### config.mk
export PLATFORM = sky130hd
export DESIGN_NAME = store_buf_flat
export DESIGN_NICKNAME = d
export VERILOG_FILES = /design/src/rtl/store_buf_pkg.sv /design/src/rtl/store_buf_if.sv /design/src/rtl/store_buf_cam.sv /design/src/rtl/store_buf.sv /design/src/flat_wrapper.sv
export SDC_FILE = /design/constraint.sdc
export NUM_CORES = 1
export LEC_CHECK = 0
export ABC_CLOCK_PERIOD_IN_PS = 53200
export BUFFER_PORTS_ARGS = -buffer_cell sky130_fd_sc_hd__buf_2
export CAP_MARGIN = 15
export CORE_ASPECT_RATIO = 1.1
export CORE_MARGIN = 2
export CORE_UTILIZATION = 50
export DETAILED_ROUTE_END_ITERATION = 8
export PLACE_DENSITY_LB_ADDON = 0.12
export SETUP_SLACK_MARGIN = 0.4
export SLEW_MARGIN = 40
export SYNTH_ARGS = -nofsm -noshare
export SYNTH_HDL_FRONTEND = slang
export SYNTH_SLANG_ARGS = --single-unit
### constraint.sdc
create_clock -name clk -period 53.2 [get_ports clk]
set_input_delay 7.98 -clock clk [delete_from_list [all_inputs] [get_ports clk]]
set_output_delay 7.98 -clock clk [all_outputs]
set_load 0.01 [all_outputs]
### src/rtl/store_buf_pkg.sv
// -----------------------------------------------------------------------------
// store_buf_pkg
// Shared definitions for the store buffer that sits in front of the data
// memory (dm): instruction field ranges, the store opcodes dm decodes, the
// word-address slice used for dm indexing, and the buffered entry layout.
// Optional feature macro used by the design: STORE_BUF_FWD_EN.
// -----------------------------------------------------------------------------
package store_buf_pkg;

   // Opcode field of the instruction word.
   localparam int OP_HI = 31;
   localparam int OP_LO = 26;

   // Store opcodes, identical to the ones dm uses to build byte enables.
   localparam logic [5:0] OP_SB = 6'b101000;
   localparam logic [5:0] OP_SH = 6'b101001;
   localparam logic [5:0] OP_SW = 6'b101011;

   // dm is word indexed by addr[13:2]; hits are detected at that granularity.
   localparam int WA_HI = 13;
   localparam int WA_LO = 2;
   localparam int WA_W  = WA_HI - WA_LO + 1;

   typedef struct packed {
      logic [31:0] ir;
      logic [31:0] addr;
      logic [31:0] din;
      logic [31:0] pc8;
   } sb_entry_t;

   // A buffered store can supply a whole load word only if it is an aligned sw.
   function automatic logic is_full_word_sw(input sb_entry_t e);
      return (e.ir[OP_HI:OP_LO] == OP_SW) && (e.addr[1:0] == 2'b00);
   endfunction

endpackage

### src/rtl/store_buf_if.sv
// -----------------------------------------------------------------------------
// store_buf_if
// Bundles the MEM-stage store request, the MEM-stage load probe, the dm write
// port and the occupancy/forwarding outputs of the store buffer.
//   master : pipeline side (drives st_*, ld_valid/ld_addr)
//   slave  : store buffer side (drives st_ready, ld_hit, dm_*, count, ld_fwd_*)
// Handshake: a store transfers on a rising clk edge where st_valid and
// st_ready are both high; st_ready depends only on buffer occupancy, never on
// st_valid, and the pipeline holds the store stable while st_ready is low.
// -----------------------------------------------------------------------------
interface store_buf_if #(
   parameter int PTRW = 2
);
   logic            st_valid;
   logic [31:0]     st_IR;
   logic [31:0]     st_addr;
   logic [31:0]     st_din;
   logic [31:0]     st_PC8;
   logic            st_ready;

   logic            ld_valid;
   logic [31:0]     ld_addr;
   logic            ld_hit;
   logic            ld_fwd_valid;
   logic [31:0]     ld_fwd_data;

   logic            dm_MemWrite;
   logic [31:0]     dm_IR;
   logic [31:0]     dm_addr;
   logic [31:0]     dm_din;
   logic [31:0]     dm_PC8;

   logic [PTRW:0]   count;

   modport master (
      output st_valid, st_IR, st_addr, st_din, st_PC8, ld_valid, ld_addr,
      input  st_ready, ld_hit, ld_fwd_valid, ld_fwd_data,
             dm_MemWrite, dm_IR, dm_addr, dm_din, dm_PC8, count
   );

   modport slave (
      input  st_valid, st_IR, st_addr, st_din, st_PC8, ld_valid, ld_addr,
      output st_ready, ld_hit, ld_fwd_valid, ld_fwd_data,
             dm_MemWrite, dm_IR, dm_addr, dm_din, dm_PC8, count
   );
endinterface

### src/rtl/store_buf_cam.sv
// -----------------------------------------------------------------------------
// store_buf_cam
// Combinational word-address matcher over the buffer entries.
//   wa_i     : word address (addr[13:2]) of every entry
//   valid_i  : which entries currently hold a pending store
//   hp_i     : head pointer, i.e. the oldest entry
//   ld_wa_i  : word address of the probing load
//   hit_o    : at least one valid entry matches
//   idx_o    : index of the youngest matching entry (hp_i when no hit)
// -----------------------------------------------------------------------------
module store_buf_cam
   import store_buf_pkg::*;
#(
   parameter int DEPTH = 4,
   parameter int PTRW  = 2
) (
   input  logic [DEPTH-1:0][WA_W-1:0] wa_i,
   input  logic [DEPTH-1:0]           valid_i,
   input  logic [PTRW-1:0]            hp_i,
   input  logic [WA_W-1:0]            ld_wa_i,
   output logic                       hit_o,
   output logic [PTRW-1:0]            idx_o
);

   logic [PTRW-1:0] age;
   logic [PTRW-1:0] best_age;

   // Age is the distance from the head; the largest matching age is the
   // youngest store, which is the one whose data a load must observe.
   always_comb begin
      hit_o    = 1'b0;
      idx_o    = hp_i;
      age      = '0;
      best_age = '0;
      for (int i = 0; i < DEPTH; i++) begin
         age = PTRW'(i) - hp_i;
         if (valid_i[i] && (wa_i[i] == ld_wa_i) && (!hit_o || (age > best_age))) begin
            hit_o    = 1'b1;
            idx_o    = PTRW'(i);
            best_age = age;
         end
      end
   end

endmodule

### src/rtl/store_buf.sv
// -----------------------------------------------------------------------------
// store_buf
// In-order store FIFO between the MEM stage and dm. Stores are queued on the
// st_* handshake and drained one per cycle whenever the dm port is not taken
// by a load. A load whose word matches a pending store gets ld_hit so MEM
// stalls until that store has been written.
// Ports:
//   clk   : clock, all state updates on posedge
//   reset : asynchronous active-high, clears every pending store at once
//   bus   : store_buf_if.slave (store request, load probe, dm port, count)
// Optional feature STORE_BUF_FWD_EN: when the youngest matching entry is an
// aligned sw, its data is forwarded on ld_fwd_data and no stall is raised.
// -----------------------------------------------------------------------------
module store_buf
   import store_buf_pkg::*;
#(
   parameter int DEPTH = 4,
   parameter int PTRW  = 2
) (
   input  logic         clk,
   input  logic         reset,
   store_buf_if.slave   bus
);

   sb_entry_t             mem_q [DEPTH];
   logic [PTRW-1:0]       hp_q, hp_d;
   logic [PTRW-1:0]       tp_q, tp_d;
   logic [PTRW:0]         cnt_q, cnt_d;

   logic                  enq;
   logic                  drain;
   logic                  cam_hit;
   logic [PTRW-1:0]       cam_idx;
   logic [DEPTH-1:0]      valid_mask;
   logic [DEPTH-1:0][WA_W-1:0] entry_wa;
   logic [PTRW-1:0]       age;

   // Full is decided on the registered count only, so a full buffer refuses
   // a store even in a cycle where the head drains.
   assign bus.st_ready = (cnt_q != (PTRW+1)'(DEPTH));
   assign enq          = bus.st_valid & bus.st_ready;

   // An entry is live when its distance from the head is below the count.
   always_comb begin
      valid_mask = '0;
      entry_wa   = '0;
      age        = '0;
      for (int i = 0; i < DEPTH; i++) begin
         age           = PTRW'(i) - hp_q;
         valid_mask[i] = ({1'b0, age} < cnt_q);
         entry_wa[i]   = mem_q[i].addr[WA_HI:WA_LO];
      end
   end

   store_buf_cam #(
      .DEPTH (DEPTH),
      .PTRW  (PTRW)
   ) u_cam (
      .wa_i    (entry_wa),
      .valid_i (valid_mask),
      .hp_i    (hp_q),
      .ld_wa_i (bus.ld_addr[WA_HI:WA_LO]),
      .hit_o   (cam_hit),
      .idx_o   (cam_idx)
   );

`ifdef STORE_BUF_FWD_EN
   logic fwd_ok;
   assign fwd_ok           = cam_hit & is_full_word_sw(mem_q[cam_idx]);
   assign bus.ld_fwd_valid = bus.ld_valid & fwd_ok;
   assign bus.ld_fwd_data  = bus.ld_fwd_valid ? mem_q[cam_idx].din : 32'h0;
   assign bus.ld_hit       = bus.ld_valid & cam_hit & ~fwd_ok;
`else
   assign bus.ld_fwd_valid = 1'b0;
   assign bus.ld_fwd_data  = 32'h0;
   assign bus.ld_hit       = bus.ld_valid & cam_hit;
`endif

   // A stalled load frees the dm port, so the conflicting store (possibly the
   // head itself) can drain and the load retries after the write lands.
   assign drain = (cnt_q != '0) & (~bus.ld_valid | bus.ld_hit);

   assign bus.dm_MemWrite = drain;
   assign bus.dm_IR       = mem_q[hp_q].ir;
   assign bus.dm_addr     = mem_q[hp_q].addr;
   assign bus.dm_din      = mem_q[hp_q].din;
   assign bus.dm_PC8      = mem_q[hp_q].pc8;
   assign bus.count       = cnt_q;

   always_comb begin
      hp_d  = drain ? hp_q + 1'b1 : hp_q;
      tp_d  = enq   ? tp_q + 1'b1 : tp_q;
      cnt_d = cnt_q;
      case ({enq, drain})
         2'b10:   cnt_d = cnt_q + 1'b1;
         2'b01:   cnt_d = cnt_q - 1'b1;
         default: cnt_d = cnt_q;
      endcase
   end

   always_ff @(posedge clk or posedge reset) begin
      if (reset) begin
         hp_q  <= '0;
         tp_q  <= '0;
         cnt_q <= '0;
         for (int i = 0; i < DEPTH; i++) begin
            mem_q[i] <= '0;
         end
      end else begin
         hp_q  <= hp_d;
         tp_q  <= tp_d;
         cnt_q <= cnt_d;
         if (enq) begin
            mem_q[tp_q] <= '{ir: bus.st_IR, addr: bus.st_addr,
                             din: bus.st_din, pc8: bus.st_PC8};
         end
      end
   end

endmodule

### src/flat_wrapper.sv
// flat-port wrapper written by rule: the top's interface ports become plain ports
module store_buf_flat import store_buf_pkg::*;
#(
   parameter int DEPTH = 4,
   parameter int PTRW  = 2
)
  (clk, reset, bus_st_valid, bus_st_IR, bus_st_addr, bus_st_din, bus_st_PC8, bus_ld_valid, bus_ld_addr, bus_st_ready, bus_ld_hit, bus_ld_fwd_valid, bus_ld_fwd_data, bus_dm_MemWrite, bus_dm_IR, bus_dm_addr, bus_dm_din, bus_dm_PC8, bus_count);
  store_buf_if #(.PTRW(PTRW)) bus_i ();
  input  logic clk;
  input  logic reset;
  input wire logic [$bits(bus_i.st_valid)-1:0] bus_st_valid;
  input wire logic [$bits(bus_i.st_IR)-1:0] bus_st_IR;
  input wire logic [$bits(bus_i.st_addr)-1:0] bus_st_addr;
  input wire logic [$bits(bus_i.st_din)-1:0] bus_st_din;
  input wire logic [$bits(bus_i.st_PC8)-1:0] bus_st_PC8;
  input wire logic [$bits(bus_i.ld_valid)-1:0] bus_ld_valid;
  input wire logic [$bits(bus_i.ld_addr)-1:0] bus_ld_addr;
  output wire logic [$bits(bus_i.st_ready)-1:0] bus_st_ready;
  output wire logic [$bits(bus_i.ld_hit)-1:0] bus_ld_hit;
  output wire logic [$bits(bus_i.ld_fwd_valid)-1:0] bus_ld_fwd_valid;
  output wire logic [$bits(bus_i.ld_fwd_data)-1:0] bus_ld_fwd_data;
  output wire logic [$bits(bus_i.dm_MemWrite)-1:0] bus_dm_MemWrite;
  output wire logic [$bits(bus_i.dm_IR)-1:0] bus_dm_IR;
  output wire logic [$bits(bus_i.dm_addr)-1:0] bus_dm_addr;
  output wire logic [$bits(bus_i.dm_din)-1:0] bus_dm_din;
  output wire logic [$bits(bus_i.dm_PC8)-1:0] bus_dm_PC8;
  output wire logic [$bits(bus_i.count)-1:0] bus_count;
  assign bus_i.st_valid = bus_st_valid;
  assign bus_i.st_IR = bus_st_IR;
  assign bus_i.st_addr = bus_st_addr;
  assign bus_i.st_din = bus_st_din;
  assign bus_i.st_PC8 = bus_st_PC8;
  assign bus_i.ld_valid = bus_ld_valid;
  assign bus_i.ld_addr = bus_ld_addr;
  assign bus_st_ready = bus_i.st_ready;
  assign bus_ld_hit = bus_i.ld_hit;
  assign bus_ld_fwd_valid = bus_i.ld_fwd_valid;
  assign bus_ld_fwd_data = bus_i.ld_fwd_data;
  assign bus_dm_MemWrite = bus_i.dm_MemWrite;
  assign bus_dm_IR = bus_i.dm_IR;
  assign bus_dm_addr = bus_i.dm_addr;
  assign bus_dm_din = bus_i.dm_din;
  assign bus_dm_PC8 = bus_i.dm_PC8;
  assign bus_count = bus_i.count;
  store_buf #(.DEPTH(DEPTH), .PTRW(PTRW)) u_core (.clk(clk), .reset(reset), .bus(bus_i));
endmodule
Word level (Yosys, flattened, before mapping):

Cells that the tools add are included.

* output and inout bits: 167
* bits in registers: 519
* input bits: 164
* logic and storage cells: 81

* $lt $le $gt $ge: 10
* equal/unequal tests: 7
* add/sub/neg operators: 8
* mux-type cells: 14
* reduce and logical (&&, ||, !) cells: 16
* bitwise gates (word level): 7

Operators with widths (number)
* 512-bit bitwise mux: 1
* 128-bit two-way mux: 3
* 128-bit binary-select mux with 2-bit select: 1
* 128-bit demux with 2-bit select: 1
* 12-bit equality test: 4
* 2-bit by 3-bit less-than comparator with 1-bit output: 4
* 1-bit logical AND: 8
* 3-bit greater-or-equal comparator (second input constant): 2
* 2-bit greater-than comparator: 3
* 2-bit two-way mux: 3
* 2-bit inverter with 3-bit output: 2
* 3-bit case mux with 2 select lines: 1
* 2-bit by 1-bit adder with 2-bit output (second input constant): 2
* 1-bit two-way mux: 4
* 1-bit by 2-bit subtractor with 2-bit output (first input constant): 2
* 2-bit subtractor (first input constant): 2
* 3-bit by 1-bit adder with 3-bit output (second input constant): 1
* 1-bit AND: 3
* 1-bit logical NOT: 3
* 1-bit logical OR: 3
* 3-bit by 1-bit less-than comparator with 1-bit output (second input constant): 1
* 3-bit inequality test (second input constant): 1
* 3-bit nonzero test: 1
* 3-bit by 1-bit subtractor with 3-bit output (second input constant): 1
* 5 further kinds: 5

Longest topological paths before layout:

Gate-level depths: netlist of run 1.

* word-level depth: 21
* mapped depth: 16
* depth with buffers taken out: 13

By module:

A second synthesis of run 1 with hierarchy kept.

* cell total of the unflattened synthesis: 1458
* area total of the unflattened synthesis: 26217.6 um^2

Modules (own cells, without submodules)
* store_buf: cells each 1330, seq. area each 12987.5 um^2, area an instance 25229.2 um^2, instances 1
* store_buf_cam: cells each 128, seq. area each 0.0 um^2, area an instance 988.4 um^2, instances 1

Worst setup path before layout of run 1:

OpenSTA, ideal clock, no wires.

* path kind: in2out
* start: in bus_ld_addr[11]
* end: out bus_dm_MemWrite
* stages on the path: 6
* arrival: 9.083 ns
* buffers on the path: 1
* path slack: 36.137 ns
* cell sequence: clkbuf_1 -> xor2_1 -> nor4_1 -> nand4_1 -> o31a_1 -> a41oi_2

* longest elaborated chain between the ends: 18
* elaborated cells on any way between the ends: 30

RTL lines
* start: declaration: RTL line flat_wrapper.sv:17 `input wire logic [$bits(bus_i.ld_addr)-1:0] bus_ld_addr;`
* 12-bit equality test: RTL line store_buf_cam.sv:37 `if (valid_i[i] && (wa_i[i] == ld_wa_i) && (!hit_o || (age > best_age))) begin`
* 1-bit logical AND: RTL line store_buf_cam.sv:37
* 2-bit two-way mux / 1-bit two-way mux (equally long branches): RTL line store_buf_cam.sv:37
* 2-bit greater-than comparator / 1-bit logical NOT (equally long branches): RTL line store_buf_cam.sv:37
* 1-bit logical OR: RTL line store_buf_cam.sv:37
* 1-bit logical AND: RTL line store_buf_cam.sv:37
* 2-bit two-way mux / 1-bit two-way mux (equally long branches): RTL line store_buf_cam.sv:37
* 2-bit greater-than comparator / 1-bit logical NOT (equally long branches): RTL line store_buf_cam.sv:37
* (+2 left out)
* 2-bit two-way mux / 1-bit two-way mux (equally long branches): RTL line store_buf_cam.sv:37
* 2-bit greater-than comparator / 1-bit logical NOT (equally long branches): RTL line store_buf_cam.sv:37
* 1-bit logical OR: RTL line store_buf_cam.sv:37
* 1-bit logical AND: RTL line store_buf_cam.sv:37
* 1-bit two-way mux (*): RTL line store_buf_cam.sv:37
* 1-bit AND (*): RTL line store_buf.sv:76 `assign bus.ld_hit = bus.ld_valid & cam_hit;`
* 1-bit OR (*): RTL line store_buf.sv:81 `assign drain = (cnt_q != '0) & (~bus.ld_valid | bus.ld_hit);`
* 1-bit AND (*): RTL line store_buf.sv:81
* end: declaration: RTL line flat_wrapper.sv:22 `output wire logic [$bits(bus_i.dm_MemWrite)-1:0] bus_dm_MemWrite;`

Mark *: on every way between the ends. The rest lies on a longest branch, timed or not.

Final worst setup path of run 1:

* start: in bus_ld_addr[8]
* end: out bus_dm_MemWrite

Same word-level chain as after synthesis.

==> impl_metrics.toml, run 1 <==
[status]
status = "complete, no violations"

[power_and_ir_drop]
powerDensity_mw_per_mm2 = 69.3
switching_share_pct = 32.1
intPower_uw = 1270
comb_power_share_pct = 41.2
pwr-share-clk_pct = 20.5
p_leak_uw = 0.0119
seqPwrFrac_pct = 38.3
ir_drop_uv = 39.6
switchingPower_uw = 601

[timing]
rsz0062_at_grt = "false"
fin_skew_ns = 0.0127
drv_slew = 0
setup_viol = 0
whs_ns = 0.486
worst_slew_pin_slew_ns = 0.797
fin_crit_sh_pct = 33.0
period_minus_slack_ns = 17.55
fmaxAchievable_ghz = 0.0570
setup_slack_ns = 35.65
setup_tns_ns = 0
hold_viol = 0
relSlewSlack_pct = 46.8

[setup_path]
end_kind = "output port"
cpPeakStageDelay_ns = 0.35
path_common_cell = "buf_2"
worstSetupStartpointType = "input port"
crit_path_cell_trace = "buf_2, xor2_1, nor4_1, o21ai_1, o31a_1, a41oi_2, buf_2"
path_class = "in -> out"
cp_max_fo = 4
crit_required_ns = 45.22
critPathTopFamily = "compound AO/OA/AOI/OAI gates"
worstPathArrival_ns = 9.57
worst_path_max_delay_cell = "a41oi_2"
critPathBufInv = 2

[placement]
dp_hpwl_um = 30300
gp_congestion = 0.757
pre_cts_slack_ns = 35.63
port_buffers = 277

[layout]
syn_to_final_growth_pct = 14.3
fin_util_pct = 57.9
layout.nets = 1833
drive_gt1_share_pct = 57.4

[synthesis]
synth_compound_area_share_pct = 0.402
ys_ff_latch = 519
ys_types = 34
yosys-top-cells-count = "519 x dfrtp_1, 440 x mux2_2, 128 x mux4_2, 54 x mux2_1, 53 x buf_6"
syn_avg_cell_area_sq_um = 16.8
syn_inst = 1406
synth_edf_count = 0
synthTopCellsByArea = "dfrtp_1 55%, mux2_2 21%, mux4_2 12%"
synth_most_common_cell = "dfrtp_1"
synth_mux_area_share_pct = 36.8
synth-xor-area-share_pct = 2.04
synth-simple-area-share_pct = 0.666
synth_top_family_by_area = "multiplexers"
synth_top_area_share_pct = 54.9
yosys.area.top_type = "dfrtp_1"
async_flop_share_pct = 100
ys_warn_count = 0
synthAdderAreaFrac_pct = 0.561
synth-seq-area-share_pct = 54.9
synth_ff_type = "dfrtp_1"
syn-cell-area_sq_mm = 0.0237

[route]
drtPass1Iterations = 4
drt_iter0_drc = 736
via_count = 12800
ant_nets = 0
route.detailed.drc = 0
wl_um = 49900
via_per_inst = 5.57
wl_per_cell_um = 21.7

[worst_hold_path]
hold_class = "reg -> reg"

[floorplan]
start_util_pct = 50.6
die_x_um = 211
dieHeight_um = 232
coreArea_sq_mm = 0.0467
die_area_sq_mm = 0.0491
pin_count = 331
rows = 83

[clocking]
cts_tree = "done"
postCtsSetupRepairBufs = 0
clockBufferDepth = 3
clock_latency_ns = 0.59
h-tree-depth = 2
cts.clk_slew.worst_paths_ns = 0.06
cts_sinks = 519
cts_resized = 0
root_buffer = "clkbuf_16"
numCtsBuffers = 54
hold_buffers = 0

[global_routing]
grt_max_degree = 126
grt_pass1_wl_um = 78700
antenna_found_initial = 12
grt-ovfl-total = 0
grt_pass1_vias = 13900
grt_util_all_layers_pct = 20.8

[job]
drv_cap = 0
## registers in the layout, indices dropped and copies added, names as in the netlist
register / flops
u_core.tp_q: 2
u_core.mem_q: 464
u_core.entry_wa: 48
u_core.hp_q: 2
u_core.bus.count: 3
## area by class of cell
class	instances	area, sq um
sequential	519	13000
clock buffer	78	1580
clock inverter	21	240
tap	595	744
fill	3695	19700
timing repair buffer	293	1650
antenna	6	15.0
multi-input combinational	780	9760
inverter	11	53.8
## worst paths after layout
kind | start | cells after the start | end | slack [ns]
worst min register to register | u_core.mem_q[5] | 1 | u_core.mem_q[5] | 0.49
worst max register to register | u_core.hp_q[1] | 13 | u_core.bus.count[2] | 49.82
worst max-delay path | bus_ld_addr[8] | 7 | bus_dm_MemWrite | 35.65
max in group asynchronous | reset | 4 | u_core.mem_q[159] | 44.17
min in group asynchronous | reset | 2 | u_core.mem_q[421] | 7.47
worst min-delay path | u_core.mem_q[5] | 1 | u_core.mem_q[5] | 0.49
## cells by family (layout without fill, tap and decap cells)
kind of cell | after synthesis | after routing
compound gates | 14 | 14
xor+xnor | 55 | 55
fa+ha+maj | 10 | 10
buf+inv | 139 | 403
flops | 519 | 519
mux | 640 | 640
other cells | 1 | 39
simple gates | 28 | 28
## metal layers
layer	vias to the layer above	share of wire (%)	global-route usage, %
met3	85	6.5	6.09
met5	-	0.17	0
li1	5645	-	-
met2	264	50	34.3
met4	16	1.9	5.06
met1	6815	42	27.1
## cell usage in the layout, fill, tap and decap left out, drive strengths merged, types with 2 or more instances in the layout
| master | Yosys | routed |
|---|---|---|
| xor2 | 27 | 27 |
| clkinv | 0 | 15 |
| xnor2 | 28 | 28 |
| ha | 9 | 9 |
| o211ai | 2 | 2 |
| nand2 | 7 | 7 |
| mux4 | 128 | 128 |
| buf | 110 | 293 |
| conb | 1 | 33 |
| diode | 0 | 6 |
| a21oi | 4 | 4 |
| nand2b | 2 | 2 |
| nand4 | 7 | 7 |
| mux2 | 512 | 512 |
| bufinv | 0 | 5 |
| nor4 | 6 | 6 |
| nor2 | 3 | 3 |
| dfrtp | 519 | 519 |
| o21ai | 4 | 4 |
| a41oi | 2 | 2 |
| clkbuf | 18 | 78 |
| inv | 11 | 11 |
## power by group through the flow
stage / registers (uW) / logic [uW] / clock network (uW)
finish: 717 / 772 / 385
global route: 744 / 833 / 414
global placement: 712 / 768 / 0
CTS: 717 / 789 / 397
detailed placement: 723 / 787 / 0
floorplan: 675 / 600 / 0
## metrics by stage
step / total power [uW] / instances / area (sq um)
3_5_place_dp: 1510 / 2198 / 25200
2_1_floorplan: 1280 / 1438 / 23800
5_1_grt: 1990 / 2300 / 27000
4_1_cts: 1900 / 2297 / 27000
6_report: 1870 / 2303 / 27000
3_3_place_gp: 1480 / 2193 / 25000
Note: power is estimated with default switching activity, not from simulation.
==> inputs of run 2 (changes only) <==
--- a/config.mk
+++ b/config.mk
@@ -5,7 +5,7 @@
 export SDC_FILE = /design/constraint.sdc
 export NUM_CORES = 1
 export LEC_CHECK = 0
-export ABC_CLOCK_PERIOD_IN_PS = 53200
+export ABC_CLOCK_PERIOD_IN_PS = 15300
 export BUFFER_PORTS_ARGS = -buffer_cell sky130_fd_sc_hd__buf_2
 export CAP_MARGIN = 15
 export CORE_ASPECT_RATIO = 1.1
==> constraint.sdc (replaced) <==
create_clock -name clk -period 15.3 [get_ports clk]
set_input_delay 2.295 -clock clk [delete_from_list [all_inputs] [get_ports clk]]
set_output_delay 2.295 -clock clk [all_outputs]
set_load 0.01 [all_outputs]
==> run 2 against run 1 <==
Design area fell by 0.29%; register-to-register slack got worse by 38 ns; combinational power rose to 3.5 times the previous value; sequential share of layout area rose by 0.14 points; clock skew rose by 0.0036 ns; critical path depth did not move; largest cell class unchanged; non-clock buffer count rose by 1; utilization fell by 0.17 points; critical endpoint unchanged.
==> impl_metrics.toml, run 2 (synthesized netlist as in run 1, its figures left out) <==
[layout]
layout_common_cells = "517 x dfrtp_1, 440 x mux2_2, 277 x buf_2"
layout.nets = 1834
fin_util_pct = 57.7
largest_register_ffs = 464
syn_to_final_growth_pct = 14.0
layout.cells.non_filler = 2300
regMostFlops = "u_core.mem_q"
drive_gt1_share_pct = 57.3
final_common_cell = "dfrtp_1"

[power_and_ir_drop]
powerDensity_mw_per_mm2 = 241
ir_drop_uv = 114
p_leak_uw = 0.0119
seqPwrFrac_pct = 38.1
power_uw = 6490
switching_share_pct = 32.1
pwr-share-clk_pct = 20.2
comb_power_share_pct = 41.7
switchingPower_uw = 2080
intPower_uw = 4410

[timing]
drv_slew = 0
relSlewSlack_pct = 46.1
hold_viol = 0
period_minus_slack_ns = 6.15
worst_slew_pin_slew_ns = 0.808
setup_slack_ns = 9.15
fin_skew_ns = 0.0163
setup_viol = 0
fmaxAchievable_ghz = 0.163
setup_tns_ns = 0
fin_crit_sh_pct = 40.2
rsz0062_at_grt = "false"

[setup_path]
crit_required_ns = 13.01
end_kind = "output port"
path_class = "in -> out"
ff2ff_setup_slack_ns = 12.06
worstSetupStartpointType = "input port"
cp_max_fo = 4
worstPathArrival_ns = 3.86

[global_routing]
grt_pass1_vias = 13900
grt-ovfl-total = 0
grt_max_degree = 86
antenna_found_initial = 11
grt_pass1_wl_um = 79900
grt_util_all_layers_pct = 21.1

[placement]
pre_cts_slack_ns = 9.15
port_buffers = 277
dp_cells = 2199
gp_congestion = 0.750
dp_hpwl_um = 30400

[route]
ant_nets = 0
drtPass1Iterations = 5
via_count = 12800
wl_met3_um = 3150
met2_length_um = 24100
wl_um = 50100
highest_layer = "met5"
drt_iter0_drc = 614
via_per_inst = 5.56
route.detailed.drc = 0
drt-met1-wl_um = 21900
wl_per_cell_um = 21.8

[clocking]
cts_resized = 0
root_buffer = "clkbuf_16"
cts.clk_slew.worst_paths_ns = 0.06
cts_sinks = 519
clock_latency_ns = 0.60
postCtsSetupRepairBufs = 0
h-tree-depth = 2
numCtsBuffers = 54
cts_tree = "done"
hold_buffers = 0
clockBufferDepth = 3

[floorplan]
coreArea_sq_mm = 0.0467
start_util_pct = 50.6
die_x_um = 211
rows = 83
die_area_sq_mm = 0.0491
dieHeight_um = 232
pin_count = 331

[job]
drv_cap = 0

[status]
status = "complete, no violations"

[worst_hold_path]
hold_class = "reg -> reg"
==> run 2: cell types whose count changed in the layout (fill, tap and decap cells not counted), sizes merged <==
| cell | previous run | this run |
|---|---|---|
| clkbuf | 78 | 85 |
| clkinv | 15 | 9 |
| bufinv | 5 | 3 |
| buf | 293 | 292 |
| diode | 6 | 5 |
==> run 2: area by class of cell <==
type                       instances  area, sq um
inverter                          11         45.0
clock inverter                    13          144
timing repair buffer             294         1620
sequential                       519        13000
clock buffer                      83         1640
multi-input combinational        780         9760
antenna                            5         12.5
fill                            3760        19800
tap                              595          744
==> run 2: per-stage QoR <==
step | hold slack (ns) | instance area, sq um
after global placement | 0.468 | 25100
after CTS | 0.489 | 26900
after floorplan | 0.459 | 23800
final | 0.486 | 27000
after detailed placement | 0.476 | 25200
after global routing | 0.496 | 27000
==> run 2: worst max-delay path: stages <==
cell     delay [ns]
buf_2          0.13
xor2_1         0.15
nor4_1         0.44
nand4_1        0.14
o31a_1         0.18
a41oi_2        0.31
buf_2          0.21
==> run 2: path summary, 6_finish.rpt <==
path,startpoint,end,cells after the start
hold reg to reg,u_core.mem_q[356],u_core.mem_q[356],1
min in group asynchronous,reset,u_core.mem_q[464],3
setup reg to reg,u_core.hp_q[1],u_core.bus.count[2],13
setup / recovery,bus_ld_addr[8],bus_dm_MemWrite,7
max in group asynchronous,reset,u_core.mem_q[132],6
hold / removal,u_core.mem_q[356],u_core.mem_q[356],1
==> run 2: power by group through the flow <==
stage | logic, uW | registers, uW | clock network [uW]
floorplan | 2090 | 2350 | 0
global placement | 2660 | 2490 | 0
detailed placement | 2760 | 2490 | 0
CTS | 2770 | 2470 | 1350
global route | 2930 | 2560 | 1410
finish | 2710 | 2470 | 1310
==> run 2: layer usage <==
layer | GRT usage [%] | vias to the layer above
met4 | 5.06 | 14
met1 | 28.6 | 6814
met3 | 5.95 | 80
met2 | 33.8 | 243
li1 | - | 5647
met5 | 0 | -
